$ cat src/rtl/cordic_pkg.sv
// Shared constants for the CORDIC oscillator front end and its helpers.
package cordic_pkg;

    localparam int CORDIC_FRAC           = 14;
    localparam int CORDIC_INTERNAL_WIDTH = 20;
    localparam int HALF_PI_Q14           = 25736;   // pi/2 in Q2.14
    localparam int INV_GAIN_Q14          = 9949;    // 1/K in Q2.14
    localparam logic [15:0] LFSR_SEED    = 16'hACE1;

    // Quadrants 1 and 2 lie outside [-pi/2,+pi/2] and must be folded by half a turn.
    function automatic logic needs_fold(input logic [1:0] quadrant);
        return (quadrant == 2'b01) || (quadrant == 2'b10);
    endfunction

endpackage

$ cat src/rtl/phase_lfsr16.sv
// Dither generator: 16-bit Fibonacci LFSR, x^16+x^14+x^13+x^11+1.
// Only compiled when PHASE_DITHER_EN is defined; otherwise this file is empty.
`ifdef PHASE_DITHER_EN
module phase_lfsr16
    import cordic_pkg::*;
(
    input  logic        clk,
    input  logic        rst,
    input  logic        adv,
    output logic [15:0] lfsr
);

    logic feedback_s;

    assign feedback_s = lfsr[15] ^ lfsr[13] ^ lfsr[12] ^ lfsr[10];

    // Shift register: reseed on reset, step once per launched sample.
    always_ff @(posedge clk) begin
        if (rst) begin
            lfsr <= LFSR_SEED;
        end else if (adv) begin
            lfsr <= {lfsr[14:0], feedback_s};
        end else begin
            lfsr <= lfsr;
        end
    end

endmodule
`endif

$ cat src/rtl/cordic_phase_prerotate.sv
// NCO front end for the CORDIC oscillator: phase accumulator, quadrant fold
// into [-pi/2,+pi/2], radian conversion and 1/K pre-scaled seeds x0/y0/z0.
// Optional build macro: PHASE_DITHER_EN adds LFSR dither before truncation.
module cordic_phase_prerotate #(
    parameter int PHASE_W               = 32,
    parameter int CORDIC_INTERNAL_WIDTH = cordic_pkg::CORDIC_INTERNAL_WIDTH
) (
    input  logic                             clk,
    input  logic                             rst,
    input  logic                             en,
    input  logic                             sync_clr,
    input  logic                             fcw_wr,
    input  logic [PHASE_W-1:0]               fcw_in,
    input  logic [PHASE_W-1:0]               phase_off,
    output logic [CORDIC_INTERNAL_WIDTH-1:0] x0,
    output logic [CORDIC_INTERNAL_WIDTH-1:0] y0,
    output logic [CORDIC_INTERNAL_WIDTH-1:0] z0,
    output logic                             out_valid
);
    import cordic_pkg::*;

    localparam int CIW = CORDIC_INTERNAL_WIDTH;
    localparam logic signed [31:0]    HALF_PI = 32'(HALF_PI_Q14);
    localparam logic signed [CIW-1:0] X_POS   = CIW'(INV_GAIN_Q14);
    localparam logic signed [CIW-1:0] X_NEG   = -X_POS;

    logic [PHASE_W-1:0] acc_r;
    logic [PHASE_W-1:0] fcw_r;
    logic [PHASE_W-1:0] dither_s;
    logic [15:0]        p_top_s;
    logic               fold_s;
    logic [15:0]        t_next_s;
    logic signed [15:0] t_r;
    logic               neg_r;
    logic               v1_r;
    logic signed [31:0] prod_s;

`ifdef PHASE_DITHER_EN
    logic [15:0] lfsr_s;

    phase_lfsr16 u_dither (
        .clk  (clk),
        .rst  (rst),
        .adv  (en),
        .lfsr (lfsr_s)
    );

    assign dither_s = {{(PHASE_W-16){1'b0}}, lfsr_s};
`else
    assign dither_s = {PHASE_W{1'b0}};
`endif

    // Sample phase uses the pre-update accumulator; only the top 16 bits survive truncation.
    assign p_top_s = 16'((acc_r + phase_off + dither_s) >> (PHASE_W - 16));
    assign fold_s  = needs_fold(p_top_s[15:14]);

    // Subtracting half a turn only flips the MSB of the truncated phase.
    always_comb begin
        t_next_s = p_top_s;
        if (fold_s) begin
            t_next_s = {~p_top_s[15], p_top_s[14:0]};
        end else begin
            t_next_s = p_top_s;
        end
    end

    assign prod_s = {{16{t_r[15]}}, t_r} * HALF_PI;

    // Control word register and phase accumulator (sync_clr beats en, wrap is silent).
    always_ff @(posedge clk) begin
        if (rst) begin
            fcw_r <= {PHASE_W{1'b0}};
            acc_r <= {PHASE_W{1'b0}};
        end else begin
            if (fcw_wr) begin
                fcw_r <= fcw_in;
            end else begin
                fcw_r <= fcw_r;
            end
            if (sync_clr) begin
                acc_r <= {PHASE_W{1'b0}};
            end else if (en) begin
                acc_r <= acc_r + fcw_r;
            end else begin
                acc_r <= acc_r;
            end
        end
    end

    // S1: quadrant fold and truncation to a signed 16-bit half-turn fraction.
    always_ff @(posedge clk) begin
        if (rst) begin
            t_r   <= 16'sd0;
            neg_r <= 1'b0;
            v1_r  <= 1'b0;
        end else begin
            v1_r <= en;
            if (en) begin
                t_r   <= t_next_s;
                neg_r <= fold_s;
            end else begin
                t_r   <= t_r;
                neg_r <= neg_r;
            end
        end
    end

    // S2: scale to radians in Q2.14 and seed x0 with the signed inverse CORDIC gain.
    always_ff @(posedge clk) begin
        if (rst) begin
            x0        <= {CIW{1'b0}};
            y0        <= {CIW{1'b0}};
            z0        <= {CIW{1'b0}};
            out_valid <= 1'b0;
        end else begin
            out_valid <= v1_r;
            if (v1_r) begin
                z0 <= CIW'(prod_s >>> CORDIC_FRAC);
                x0 <= neg_r ? X_NEG : X_POS;
                y0 <= {CIW{1'b0}};
            end else begin
                z0 <= z0;
                x0 <= x0;
                y0 <= y0;
            end
        end
    end

endmodule

$ cat config.mk
export PLATFORM = sky130hd
export DESIGN_NAME = cordic_phase_prerotate
export DESIGN_NICKNAME = d
export VERILOG_FILES = /design/src/rtl/cordic_pkg.sv /design/src/rtl/phase_lfsr16.sv /design/src/rtl/cordic_phase_prerotate.sv
export SDC_FILE = /design/constraint.sdc
export NUM_CORES = 1
export LEC_CHECK = 0
export CAP_MARGIN = 20
export CORE_UTILIZATION = 26
export CTS_CLUSTER_DIAMETER = 150
export DETAILED_ROUTE_END_ITERATION = 10
export DONT_BUFFER_PORTS = 1
export SLEW_MARGIN = 20
export SYNTH_ARGS = -nofsm -noshare
export SYNTH_HDL_FRONTEND = slang
export SYNTH_SLANG_ARGS = --single-unit
$ cat constraint.sdc
create_clock -name clk -period 11.48 [get_ports clk]
set_input_delay 1.148 -clock clk [delete_from_list [all_inputs] [get_ports clk]]
set_output_delay 1.148 -clock clk [all_outputs]
set_load 0.02 [all_outputs]
==> impl_results.md, run 1 <==
* Overall overflow remaining after global route at 0
* Core area at 35700 um2
* Most used flip-flop cell after synthesis: dfxtp_1
* Share of flip-flops with an asynchronous set or reset at 0%
* Layout net count at 1257
* Aggregate global-route resource usage at between 10 and 15%
* Number of I/O pins at 130
* Number of enable flip-flop cells after synthesis at 0
* Fraction of final layout cells with drive strength greater than 1 at 4.50%
* Violated checks: design-rule violations
* Maximum VDD drop at 0.0000601 V
* Critical path data arrival time at 5140 ps
* Number of clock buffers inserted by TritonCTS at 9
* Synth top area cells: dfxtp_1 (22%), ha_1 (18%), mux2i_1 (8.2%)
* Unrepaired setup endpoints after global routing: false
* Max_slew headroom at 41.1%
* TritonCTS clock tree: yes
* Die X-Extent at 193 um
* Worst slack at placement at about 6600 ps
* Antenna violations before repair at 1
* Clock root buffer: clkbuf_16
* Required time reported for the critical path endpoint at between 10000 and 15000 ps
* Clock slew at reported path FFs at 80 ps
* Fin crit period at slightly below 5000 ps
* Wire length after detailed routing at roughly 23000 um
* Critical R2R Capture: z0[17]
* Worst r2r path cells at 17
* Number of cells after detailed placement at 1468
* Area share of the largest cell type after synthesis at 22.0%
* Fraction of the yosys area taken by sequential cells at a little over a fifth
* Post-synthesis to final-layout area growth at 5.73%
* Via count at 7218
* Post-route insts no fill at approximately 1500
* Vias per cell at 4.86
* Count of nets left with antenna violations after detail routing at 0
* Die height at 193 um
* Number of sinks driven by the clock tree at roughly 100
* Period utilisation layout at 42.2%
* Met2 Routed Length at 10900 um
* Length of routed met3 wiring at 1300 um
* Max Clock Skew at 13.1 ps
* Overall die area at 37200 um2
* Later-pin clock latency in the skew report at approximately 370 ps
* Global-route wire length before repair at roughly 37000 um
* DR top layer: met5
* Routed metal-1 wire length at 10400 um
* Power density over the cells at 115 nW/um2
* Final-layout setup total negative slack at 0 ps
* Buffer depth of the longest clock path at 2
* Number of iterations in the first detailed-routing pass at 10
* Crit path capture: z0[17]
* Distinct cells, synth at 79
* Synth Register Bits at 104
* Final GP Congestion at roughly 0.88
* Core utilization of the finished layout at 28.0%
* Leakage power total at 4.80 nW
* Launching element type of the critical path: register
* Number of remaining DRC errors at 4
* Total power at about 1.2 mW
* Cell count after synthesis at 1058
* Number of buffers added to fix hold violations after cts at 0
* Number of diodes at 0
* Warnings from Yosys at 0
* First element of the critical path: t_r[1]
* Drt wl/cell at 15.5 um
* IO Port Bufs at 0
* Count of standard-cell rows at 69
* Critical Setup Path Class: reg2reg
* Pin count of the biggest net entering global routing at 76
* Number of hold violations in the final report at 0
* Number of max-cap violations at 0
* Final-layout worst hold slack at 493 ps
* Outcome: finished, violations left
* Via count of the first global-routing pass at 7187
* Initial detailed-routing violation count at between 300 and 400
* # setup viols final at 0
* Post-synthesis instance area at 9470 um2
* Kind of path behind the tightest hold check: reg2reg
* Placed wire-length estimate at 18200 um
* Cell area reported after detailed placement at roughly 10000 um2
* Most area-hungry cell type in the Yosys netlist: dfxtp_1
* Post-cts resize count at 0
* Pins over their slew limit at 0
* Peak fanout along the critical path at 5
* Measured slew at the worst slew-check pin at 881 ps
* Crit path setup slack, layout at between 6000 and 7000 ps
* Endpoint class of the critical path: register
* Worst reg2reg startpoint: t_r[1]
* Max Clock Freq at 207 MHz
* Internal reg-to-reg setup slack at around 6600 ps
* Average size of a mapped cell at a little under 9 um2
* Post-route standard cell area excluding fillers at 10000 um2
* Initial Utilization at 26.5%
* Number of setup buffers added after CTS at 0
* CTS H-tree depth at 3
[cell families after synthesis]
logic type	after synthesis	synth area share (%)
AND/OR/NAND/NOR	272	13.2
flip-flops	104	22.0
adder cells (fa/ha/maj)	171	25.4
buffers and inverters	120	6.33
multiplexers	87	9.31
AO/OA/AOI/OAI	234	17.4
other	1	0.0396
XOR/XNOR	69	6.38
[worst max-delay path: stages, from the launching register on]
cell	delay (ps)
dfxtp_1	380
ha_1	310
inv_1	50
fa_1	500
inv_1	50
fa_1	520
fa_1	420
ha_1	310
ha_1	350
a21o_1	210
a31oi_1	180
o31a_2	230
o32ai_4	110
a2bb2oi_2	200
a21oi_2	150
nand2b_1	110
or4b_1	500
a31oi_1	180
[worst min path at each step]
| stage | from | to | slack [ps] | depth (start not counted) |
|---|---|---|---|---|
| 2_1_floorplan | neg_r | neg_r | 460 | 2 |
| 3_3_place_gp | acc_r[29] | acc_r[29] | 470 | 2 |
| 3_5_place_dp | acc_r[29] | acc_r[29] | 490 | 2 |
| 4_1_cts | acc_r[29] | acc_r[29] | 500 | 2 |
| 5_1_grt | fcw_r[24] | fcw_r[24] | 530 | 2 |
| 6_report | neg_r | neg_r | 490 | 2 |
[per-layer routing]
metal  track usage, %  vias to the layer above
li1                 -                     3650
met1             15.1                     3439
met2             21.5                      104
met3             4.24                       23
met4             3.19                        2
met5                0                        -
[registers in the layout, indices dropped and copies added, names as in the netlist]
| signal | flops |
|---|---|
| neg_r | 1 |
| fcw_r | 32 |
| v1_r | 1 |
| out_valid | 1 |
| z0 | 18 |
| t_r | 16 |
| x0 | 3 |
| acc_r | 32 |
[final cells by class]
class | count | area, um2
sequential | 104 | 2090
timing repair buffer | 4 | 30.0
inverter | 46 | 173
fill | 3762 | 25700
clock inverter | 7 | 61.3
tap | 461 | 577
clock buffer | 9 | 225
multi-input combinational | 853 | 6860
[synthesized netlist by cell type, types with 8 or more instances]
cell type  instances
a211oi_1           9
a21oi_1           64
nand2_1           68
ha_1             134
nand3_1           23
clkbuf_1          20
xnor2_1           51
o21ai_0           20
nor3_1            18
buf_1             13
a31oi_1            9
o21ai_1           10
mux2i_1           78
xor2_1            18
dfxtp_1          104
nand4_1            9
a21o_1            43
nor2_1           109
buf_4             39
mux2_2             8
o21a_1            12
fa_1              36
inv_1             45
[layout by cell type (no fill, tap or decap), types with 4 or more instances in the layout]
master       n
o21bai_1     6
conb_1      20
o21a_1      12
o211ai_1     5
o22ai_1      6
nand3_1     23
a211oi_1     9
and3_1       6
o21ai_1     10
or3_1        4
dfxtp_1    102
o2111ai_1    4
o21ai_0     20
and4_1       5
fa_1        36
nand4_1      9
xor2_1      18
a31oi_1      9
buf_4        4
xnor2_1     51
clkbuf_16    9
nor2b_1      6
nand2b_1     6
nand2_1     68
a21oi_1     64
ha_1       134
a21o_1      43
mux2_2       8
mux2i_1     78
nor2_1     109
inv_1       45
nor3_1      18
[where the power goes]
group          leakage [nW]  switching (mW)  internal (mW)
sequential            0.853          0.0502          0.387
combinational          3.80           0.221          0.185
clock                 0.140           0.162          0.152
Power figures use the tool's default switching activity.
==> run 2, diff against run 1 <==
Clock period 11.48 ns to 4.45 ns, I/O delays scaled along.
==> run 2 against run 1 <==
Against the previous run:
- the flow finishes with violations (design-rule violations, negative setup slack)
- core utilization up 1.2 points
- via count up 2.4%
- hold slack worse by 350 ps
- die area unchanged
- final area up 4.2%
- flip-flop and latch count unchanged
- critical path depth up 1
- final cell count up 2.2%
- worst setup slack worse by 6700 ps
- wire length up 5.8%
- largest cell class unchanged
- highest routed layer unchanged
==> impl_results.md, run 2 (synthesis results as in run 1) <==
* Violated checks: design-rule violations, negative setup slack
* Initial detailed-routing violation count at 395 (+2.6%)
* Pins over their slew limit at 0 (unchanged)
* Kind of path behind the tightest hold check: in2reg
* Die height at 193 um (unchanged)
* TritonCTS clock tree: yes
* Unrepaired setup endpoints after global routing: true
* Pin count of the biggest net entering global routing at 76 (unchanged)
* CTS H-tree depth at 3 (unchanged)
* Critical path data arrival time at 4780 ps (-360 ps)
* Final-layout setup total negative slack at -22.0 ps (-22.0 ps)
* Number of remaining DRC errors at 8 (+4)
* Critical Setup Path Class: reg2reg
* Count of nets left with antenna violations after detail routing at 0 (unchanged)
* Layout net count at 1291 (+2.7%)
* Measured slew at the worst slew-check pin at 878 ps (-2.67 ps)
* Number of diodes at 0 (unchanged)
* Aggregate global-route resource usage at 13.2% (+0.60 points)
* Number of max-cap violations at 0 (unchanged)
* # setup viols final at 1 (+1)
* Max Clock Freq at 224 MHz (+8.3%)
* Later-pin clock latency in the skew report at 380 ps (about the same)
* CP Cell Sequence: ha_4 > inv_2 > fa_1 > inv_2 > fa_2 > fa_1 > ha_4 > ha_4 > o2111ai_2 > o31a_2 > o32ai_4 > a2bb2oi_2 > a21oi_2 > nand2b_1 > buf_4 > buf_4 > nand4_1 > a31oi_1
* Initial Utilization at 26.5% (unchanged)
* Fraction of final layout cells with drive strength greater than 1 at 9.47% (+5.0 points)
* Number of sinks driven by the clock tree at 104 (unchanged)
* Commonest cells after routing, fill and taps aside: ha_1 (124), nor2_1 (109), dfxtp_1 (99)
* Required time reported for the critical path endpoint at 4750 ps (-7020 ps)
* Wire length after detailed routing at 24300 um (+5.8%)
* Period utilisation layout at 100% (+58 points)
* Vias per cell at 4.87 (+0.20%)
* Post-synthesis to final-layout area growth at 10.2%
* Final GP Congestion at 0.870 (-1.4%)
* Via count of the first global-routing pass at 7131 (-0.78%)
* Global-route wire length before repair at 38100 um (+3.0%)
* Largest registers in the final layout: acc_r (32), fcw_r (32), z0 (18)
* Count of standard-cell rows at 69 (unchanged)
* Leakage power total at 4.96 nW (+3.4%)
* Crit path setup slack, layout at -22.0 ps (-6660 ps)
* Number of hold violations in the final report at 0 (unchanged)
* Maximum cell stage delay along the critical path at 520 ps (about the same)
* Via count at 7393 (+2.4%)
* Clock slew at reported path FFs at 80 ps (about the same)
* Core area at 35700 um2 (unchanged)
* Die X-Extent at 193 um (unchanged)
* IO Port Bufs at 0 (unchanged)
* Number of I/O pins at 130 (unchanged)
* Overall die area at 37200 um2 (unchanged)
* Number of buffers added to fix hold violations after cts at 0 (unchanged)
* Max_slew headroom at 41.5% (+0.40 points)
* Most numerous cell on the critical path: ha_4
* Number of iterations in the first detailed-routing pass at 8 (-2)
* Number of clock buffers inserted by TritonCTS at 9 (unchanged)
* Max Clock Skew at 17.8 ps (+4.77 ps)
* Highest-delay cell along the critical path: fa_2
* Fin crit period at 4470 ps (-370 ps)
* Endpoint class of the critical path: register
* Launching element type of the critical path: register
* Overall overflow remaining after global route at 0 (unchanged)
* Antenna violations before repair at 2 (+1)
* Placed wire-length estimate at 19000 um (+4.5%)
* Peak fanout along the critical path at 3 (-2)
* Leading cell type in the layout, fill and taps excluded: ha_1
* Drt wl/cell at 16.0 um (+3.5%)
* Buffer depth of the longest clock path at 2 (unchanged)
* Clock root buffer: clkbuf_16
* Power density over the cells at 306 nW/um2 (+160%)
* Final-layout worst hold slack at 140 ps (-353 ps)
* Maximum VDD drop at 0.000175 V (+190%)
* Outcome: finished, violations left
## run 2: what timing repair did
action,4_1_cts,5_1_grt
gates cloned,0,0
setup endpoints to repair,2,8
gates resized for setup,19,5
pin swaps,23,6
buffers inserted,6,2
## run 2: path summary, 6_finish.rpt
path	slack, ps	cells after the start	to	start
min reg2reg	490	2	acc_r[29]	acc_r[29]
min	140	1	fcw_r[29]	rst
max reg2reg	-20	18	z0[17]	t_r[2]
max	-20	18	z0[17]	t_r[2]
## run 2: where the power goes
part           switching (mW)  internal (mW)
Sequential              0.119          0.998
Clock                   0.396          0.434
Combinational           0.647          0.595
Total                    1.16           2.03
## run 2: per-stage QoR
step / instances / power (mW) / setup slack [ps] / area [um2] / utilization [%]
final: 1517 / 3.19 / -22.0 / 10400 / 29.2
after global routing: 1517 / 3.41 / -176 / 10400 / 29.2
after CTS: 1515 / 3.21 / -26.5 / 10400 / 29.1
after detailed placement: 1495 / 2.29 / -98.5 / 9960 / 27.9
after global placement: 1495 / 2.27 / 3.91 / 9960 / 27.9
after floorplan: 1077 / 2.05 / 16.3 / 9570 / -
## run 2: critical path: cells and delay by family (launching register included)
family | cells | cell delay [ps]
and+or+nand+nor | 2 | 190
buffers and inverters | 4 | 290
adders and majority gates | 6 | 2260
AOI/OAI and AO/OA | 6 | 1280
DFF | 1 | 370
## run 2: final cells by class
cell class,instances,area (um2)
clock buffers,10,229
clock inverters,5,58.8
fillers,3805,25300
inverters,46,173
multi-input cells,853,7020
flip-flops and latches,104,2090
well taps,461,577
repair buffers,38,293
## run 2: per-layer routing
layer,global-route usage [%],vias up,routed length [um],share of wire (%)
li1,-,3717,-,-
met1,16.0,3521,10600,44
met2,22.9,125,12100,50
met3,2.62,26,1060,4.4
met4,5.02,4,482,2.0
met5,0,-,28,0.12
